## config.mk

```make
export PLATFORM = sky130hd
export DESIGN_NAME = pipe_stage_reg
export DESIGN_NICKNAME = d
export VERILOG_FILES = /design/src/rtl/pipe_stage_reg.sv
export SDC_FILE = /design/constraint.sdc
export NUM_CORES = 1
export LEC_CHECK = 0
export ABC_AREA = 1
export CAP_MARGIN = 20
export CORE_MARGIN = 2
export CORE_UTILIZATION = 49
export CTS_CLUSTER_DIAMETER = 200
export DETAILED_ROUTE_END_ITERATION = 12
export PLACE_DENSITY = 0.84
export SYNTH_ARGS = -nofsm -noshare
export SYNTH_HDL_FRONTEND = slang
export SYNTH_SLANG_ARGS = --single-unit
export TNS_END_PERCENT = 50
```

## constraint.sdc

```tcl
create_clock -name clk -period 1.9 [get_ports clk]
set_clock_uncertainty 0.05 [all_clocks]
set_input_delay 0.38 -clock clk [delete_from_list [all_inputs] [get_ports clk]]
set_output_delay 0.38 -clock clk [all_outputs]
set_load 0.02 [all_outputs]
```

## src/rtl/pipe_stage_reg.sv

```systemverilog
// -----------------------------------------------------------------------------
// pipe_stage_reg
//   Pipeline stage register with a valid/ready handshake and a one-entry skid
//   buffer. It runs at full throughput, and in_ready comes from a flop rather
//   than from out_ready. A synchronous flush empties the stage and drives the
//   bubble payload FLUSH_DATA. A saturating counter records stalled cycles.
//
// Parameters
//   WIDTH      payload width in bits (>= 1)
//   FLUSH_DATA payload presented after reset or flush (default: pc=0, NOP)
//   CNT_W      stall counter width (>= 1)
//
// Ports
//   clk        rising-edge clock
//   rst        synchronous, active-high reset
//   flush      squash every held entry; drops a payload offered this cycle
//   in_valid   upstream payload valid
//   in_ready   stage can accept (registered)
//   in_data    upstream payload
//   out_valid  out_data holds a live payload (registered)
//   out_ready  downstream accepts this cycle
//   out_data   payload to the next stage (registered)
//   occupancy  number of held entries: 0, 1 or 2
//   stall_cnt  cycles with out_valid=1 and out_ready=0, saturating
// -----------------------------------------------------------------------------
module pipe_stage_reg #(
  parameter int unsigned      WIDTH      = 64,
  parameter logic [WIDTH-1:0] FLUSH_DATA = WIDTH'(64'h0000_0000_0000_0013),
  parameter int unsigned      CNT_W      = 16
) (
  input  logic             clk,
  input  logic             rst,
  input  logic             flush,
  input  logic             in_valid,
  output logic             in_ready,
  input  logic [WIDTH-1:0] in_data,
  output logic             out_valid,
  input  logic             out_ready,
  output logic [WIDTH-1:0] out_data,
  output logic [1:0]       occupancy,
  output logic [CNT_W-1:0] stall_cnt
);

  // The state value is the occupancy. ST_FULL also serves as the valid bit
  // of the skid register, and out_valid_q is the valid bit of the main register.
  typedef enum logic [1:0] {
    ST_EMPTY = 2'd0,
    ST_ONE   = 2'd1,
    ST_FULL  = 2'd2
  } state_e;

  state_e           state_q, state_d;
  logic [WIDTH-1:0] main_q, main_d;
  logic [WIDTH-1:0] skid_q, skid_d;
  logic             out_valid_q, out_valid_d;
  logic             in_ready_q, in_ready_d;
  logic [CNT_W-1:0] stall_cnt_q, stall_cnt_d;

  logic in_fire;
  logic out_fire;

  // The handshake terms use only registered state plus the incoming strobes.
  // The outputs are flops, so none of them depends combinationally on an input.
  assign in_fire  = in_valid & in_ready_q & ~flush;
  assign out_fire = out_valid_q & out_ready;

  always_comb begin
    // NOTE: every signal gets a default first, so no path leaves a value
    // unassigned and no latch is inferred.
    state_d     = state_q;
    main_d      = main_q;
    skid_d      = skid_q;
    stall_cnt_d = stall_cnt_q;

    case (state_q)
      ST_EMPTY: begin
        if (in_fire) begin
          state_d = ST_ONE;
          main_d  = in_data;
        end
      end
      ST_ONE: begin
        if (in_fire && out_fire) begin
          main_d = in_data;
        end else if (in_fire) begin
          // Downstream is stalled. Park the newer entry and keep main as the older one.
          state_d = ST_FULL;
          skid_d  = in_data;
        end else if (out_fire) begin
          state_d = ST_EMPTY;
        end
      end
      ST_FULL: begin
        if (out_fire) begin
          state_d = ST_ONE;
          main_d  = skid_q;
        end
      end
      default: state_d = ST_EMPTY;
    endcase

    // Flush overrides every transition. A concurrent out_fire has already
    // completed downstream, and an offered payload is dropped.
    if (flush) begin
      state_d = ST_EMPTY;
      main_d  = FLUSH_DATA;
      skid_d  = FLUSH_DATA;
    end

    // The counter is not affected by flush. Only rst clears it.
    if (out_valid_q && !out_ready && !(&stall_cnt_q)) begin
      stall_cnt_d = stall_cnt_q + 1'b1;
    end
  end

  // The registered handshake outputs are derived from the next state.
  assign out_valid_d = (state_d != ST_EMPTY);
  assign in_ready_d  = (state_d != ST_FULL);

  always_ff @(posedge clk) begin
    // NOTE: sequential state uses non-blocking assignments only, so every
    // flop samples the pre-edge values regardless of statement order.
    if (rst) begin
      state_q     <= ST_EMPTY;
      main_q      <= FLUSH_DATA;
      skid_q      <= FLUSH_DATA;
      out_valid_q <= 1'b0;
      in_ready_q  <= 1'b1;
      stall_cnt_q <= '0;
    end else begin
      state_q     <= state_d;
      main_q      <= main_d;
      skid_q      <= skid_d;
      out_valid_q <= out_valid_d;
      in_ready_q  <= in_ready_d;
      stall_cnt_q <= stall_cnt_d;
    end
  end

  assign in_ready  = in_ready_q;
  assign out_valid = out_valid_q;
  assign out_data  = main_q;
  assign occupancy = state_q;
  assign stall_cnt = stall_cnt_q;

endmodule

```

==> impl_metrics.ini <==
[logic_synthesis]
syn_area_per_cell_um2 = 7.15
synth_ff_type = dfxtp_1
ys_ff_latch = 148
yosys.area.top_type = dfxtp_1
seq_area_frac_synth_pct = 47.8
synth.distinct_cells = 25
synth-async-reset-ratio_pct = 0
syn_nets = 936
ys_warn_count = 0
synth_top_cell_area_share_pct = 47.8
synthCells = 866
synth_edf_count = 0
synth.cell_area_mm2 = 0.00619
synthTopCellsByArea = dfxtp_1 48%, nand2_1 15%, a21oi_1 11%

[route]
wl_per_cell_um = 13.4
routed_wl_mm = 16.0
viasPerCell = 5.09
drt-initial-drc-count = 440
drt_first_pass_iters = 5
drc_errors = 0
detail-route-antenna-nets = 0
vias = 6073

[setup_path]
required_ns = 1.47
cp-end-kind = output port
path_cells = clkdlybuf4s50_1
cp-start-kind = register
criticalPathCategory = reg2out
path_max_fanout = 4
arrival_ns = 1.42
critPathTopFamily = buffers and inverters
slowest_delay_ns = 0.62
slowest_stage = clkdlybuf4s50_1
crit_buf_inv = 1

[timing]
slew_headroom_pct = 75.3
min_period_ns = 1.85
finalHoldViolations = 0
setup_tns_ns = 0
grt_setup_unrepaired = false
setup_viol = 0
worstMarginPinSlew_ns = 0.369
fin_crit_sh_pct = 97.3
fin_hold_ws_ns = 0.392
fmax_ghz = 0.541
finalMaxSlewViolations = 0

[grt]
grt_pass1_vias = 5666
grt_max_degree = 83
grt_usage_pct = 24.3
grt-ovfl-total = 0
antenna_found_initial = 0
grt_pass1_wl_mm = 25.7

[layout]
multiInputGateArea_mm2 = 0.00266
regArea_mm2 = 0.00296
diodes = 0
area_growth_pct = 39.1
drive_above_1_share_pct = 7.24
nFillCells = 1002
fin_nets = 1079

[power_and_ir_drop]
leakagePower_nw = 3.33
ir_worst_vdd_v = 0.000474
p_per_area_mw_per_mm2 = 850

[floorplan]
fp-row-count = 41
start_util_pct = 49.7
die_h_um = 116
coreArea_mm2 = 0.0125
die_w_um = 116
die-area_mm2 = 0.0136
pin_count = 153

[placed_design]
hpwlAfterDp_mm = 10.5
io_buffers = 152
place_congestion = 0.841

[clock_tree]
cts_tree = done
clkTransAtPathRegs_ns = 0.06
clock_latency_ns = 0.43
htreeDepth = 4
ctsHoldBuffers = 0
cts-root-buf = clkbuf_16
cts_buffers = 17
post_cts_buffers = 0
clockBufferDepth = 2
cts_sinks = 148

[run_status]
status = finished, final reports clean

[worst_hold_path]
hp-class = reg2reg

[job]
max_cap_viol_count = 0
sequential cells by signal, indices dropped and copies added (netlist names):
signal,flops
skid_q,64
out_data,64
occupancy,2
in_ready,1
stall_cnt,16
out_valid,1
metal layers:
layer / wire length, um / vias to the layer above / global-route usage (%) / part of all wire [%]
met5: 0 / - / 0 / 0
met4: 388 / 0 / 11.7 / 2.4
li1: - / 3075 / - / -
met1: 6780 / 2751 / 28.8 / 42
met3: 1090 / 35 / 7.37 / 6.8
met2: 7750 / 212 / 40.2 / 48
repair_timing:
action	in CTS	in global routing
cloned	0	0
setup endpoints to repair	13	19
gates resized for setup	13	7
pin swaps	0	1
cell type report:
class	count	area share [%]
repair buffers	178	21.2
clock buffers	24	5.94
inverters	84	3.66
well taps	172	2.50
flip-flops and latches	148	34.4
multi-input cells	580	30.9
clock inverters	8	1.38
report_power, final:
| part | leakage (nW) | total [mW] | internal [mW] | switching [mW] |
|---|---|---|---|---|
| Combinational | 1.82 | 0.623 | 0.304 | 0.319 |
| Sequential | 1.20 | 3.17 | 3.15 | 0.0226 |
| Clock | 0.316 | 3.53 | 2.27 | 1.26 |
final timing paths:
check | startpoint | to | slack (ns) | cells after the start
max | stall_cnt[8] | stall_cnt[8] | 0.05 | 1
min | skid_q[42] | skid_q[42] | 0.39 | 2
max reg2reg | stall_cnt[1] | stall_cnt[13] | 0.20 | 9
min reg2reg | skid_q[42] | skid_q[42] | 0.39 | 2
cell usage in the layout (no fill, tap or decap), drive strengths merged, types with 3 or more instances in the layout:
master,count
o21ai,126
dfxtp,148
clkdlybuf4s50,133
nand3,18
nand2,253
clkinv,4
a21oi,135
nor2,31
clkbuf,24
xor2,4
buf,26
bufinv,3
nand4,5
inv,85
mux2,3
dlymetal6s2s,6
dlygate4sd2,13
per-stage QoR:
| step | instance area [um^2] | instances | total power, mW | utilization (%) | setup WS, ns |
|---|---|---|---|---|---|
| 2_1_floorplan | 6190 | 866 | 3.53 | - | 0.238 |
| 3_3_place_gp | 7980 | 1162 | 3.85 | 64.0 | 0.0187 |
| 3_5_place_dp | 7980 | 1162 | 3.86 | 64.0 | -0.0717 |
| 4_1_cts | 8600 | 1194 | 7.37 | 69.0 | 0.00640 |
| 5_1_grt | 8610 | 1194 | 7.57 | 69.1 | 0.0175 |
| 6_report | 8610 | 1194 | 7.32 | 69.1 | 0.0522 |
worst register-to-register path: stages (launching register included):
cell,delay [ns]
dfxtp_1,0.39
ha_1,0.22
nand2_1,0.08
nor2_2,0.14
nand2_1,0.15
nor2_2,0.18
nor2_4,0.04
buf_4,0.15
a21oi_1,0.13
nor2_1,0.06
logic make-up (layout without fill, tap and decap cells):
group	after synthesis	after routing	synth area share, %
and+or+nand+nor	309	309	19.8
AOI/OAI and AO/OA	261	261	21.3
DFF	148	148	47.8
buffers and inverters	138	294	9.52
xor gates and xnor gates	6	6	0.848
muxes	3	3	0.545
adders and majority gates	1	1	0.202
Yosys cell counts (2+ instances only):
cell type  instances
nand2_2            2
o21ai_0          124
clkbuf_1          26
xor2_1             4
buf_2             15
nor2_1            26
a21oi_1          135
xnor2_1            2
nor2_2             4
nand2_1          251
nand4_1            5
dfxtp_1          148
mux2_2             3
nand3_1           17
inv_2              3
buf_4             12
inv_1             80
nor3_1             2
No activity file was read; power rests on OpenSTA's default activity.
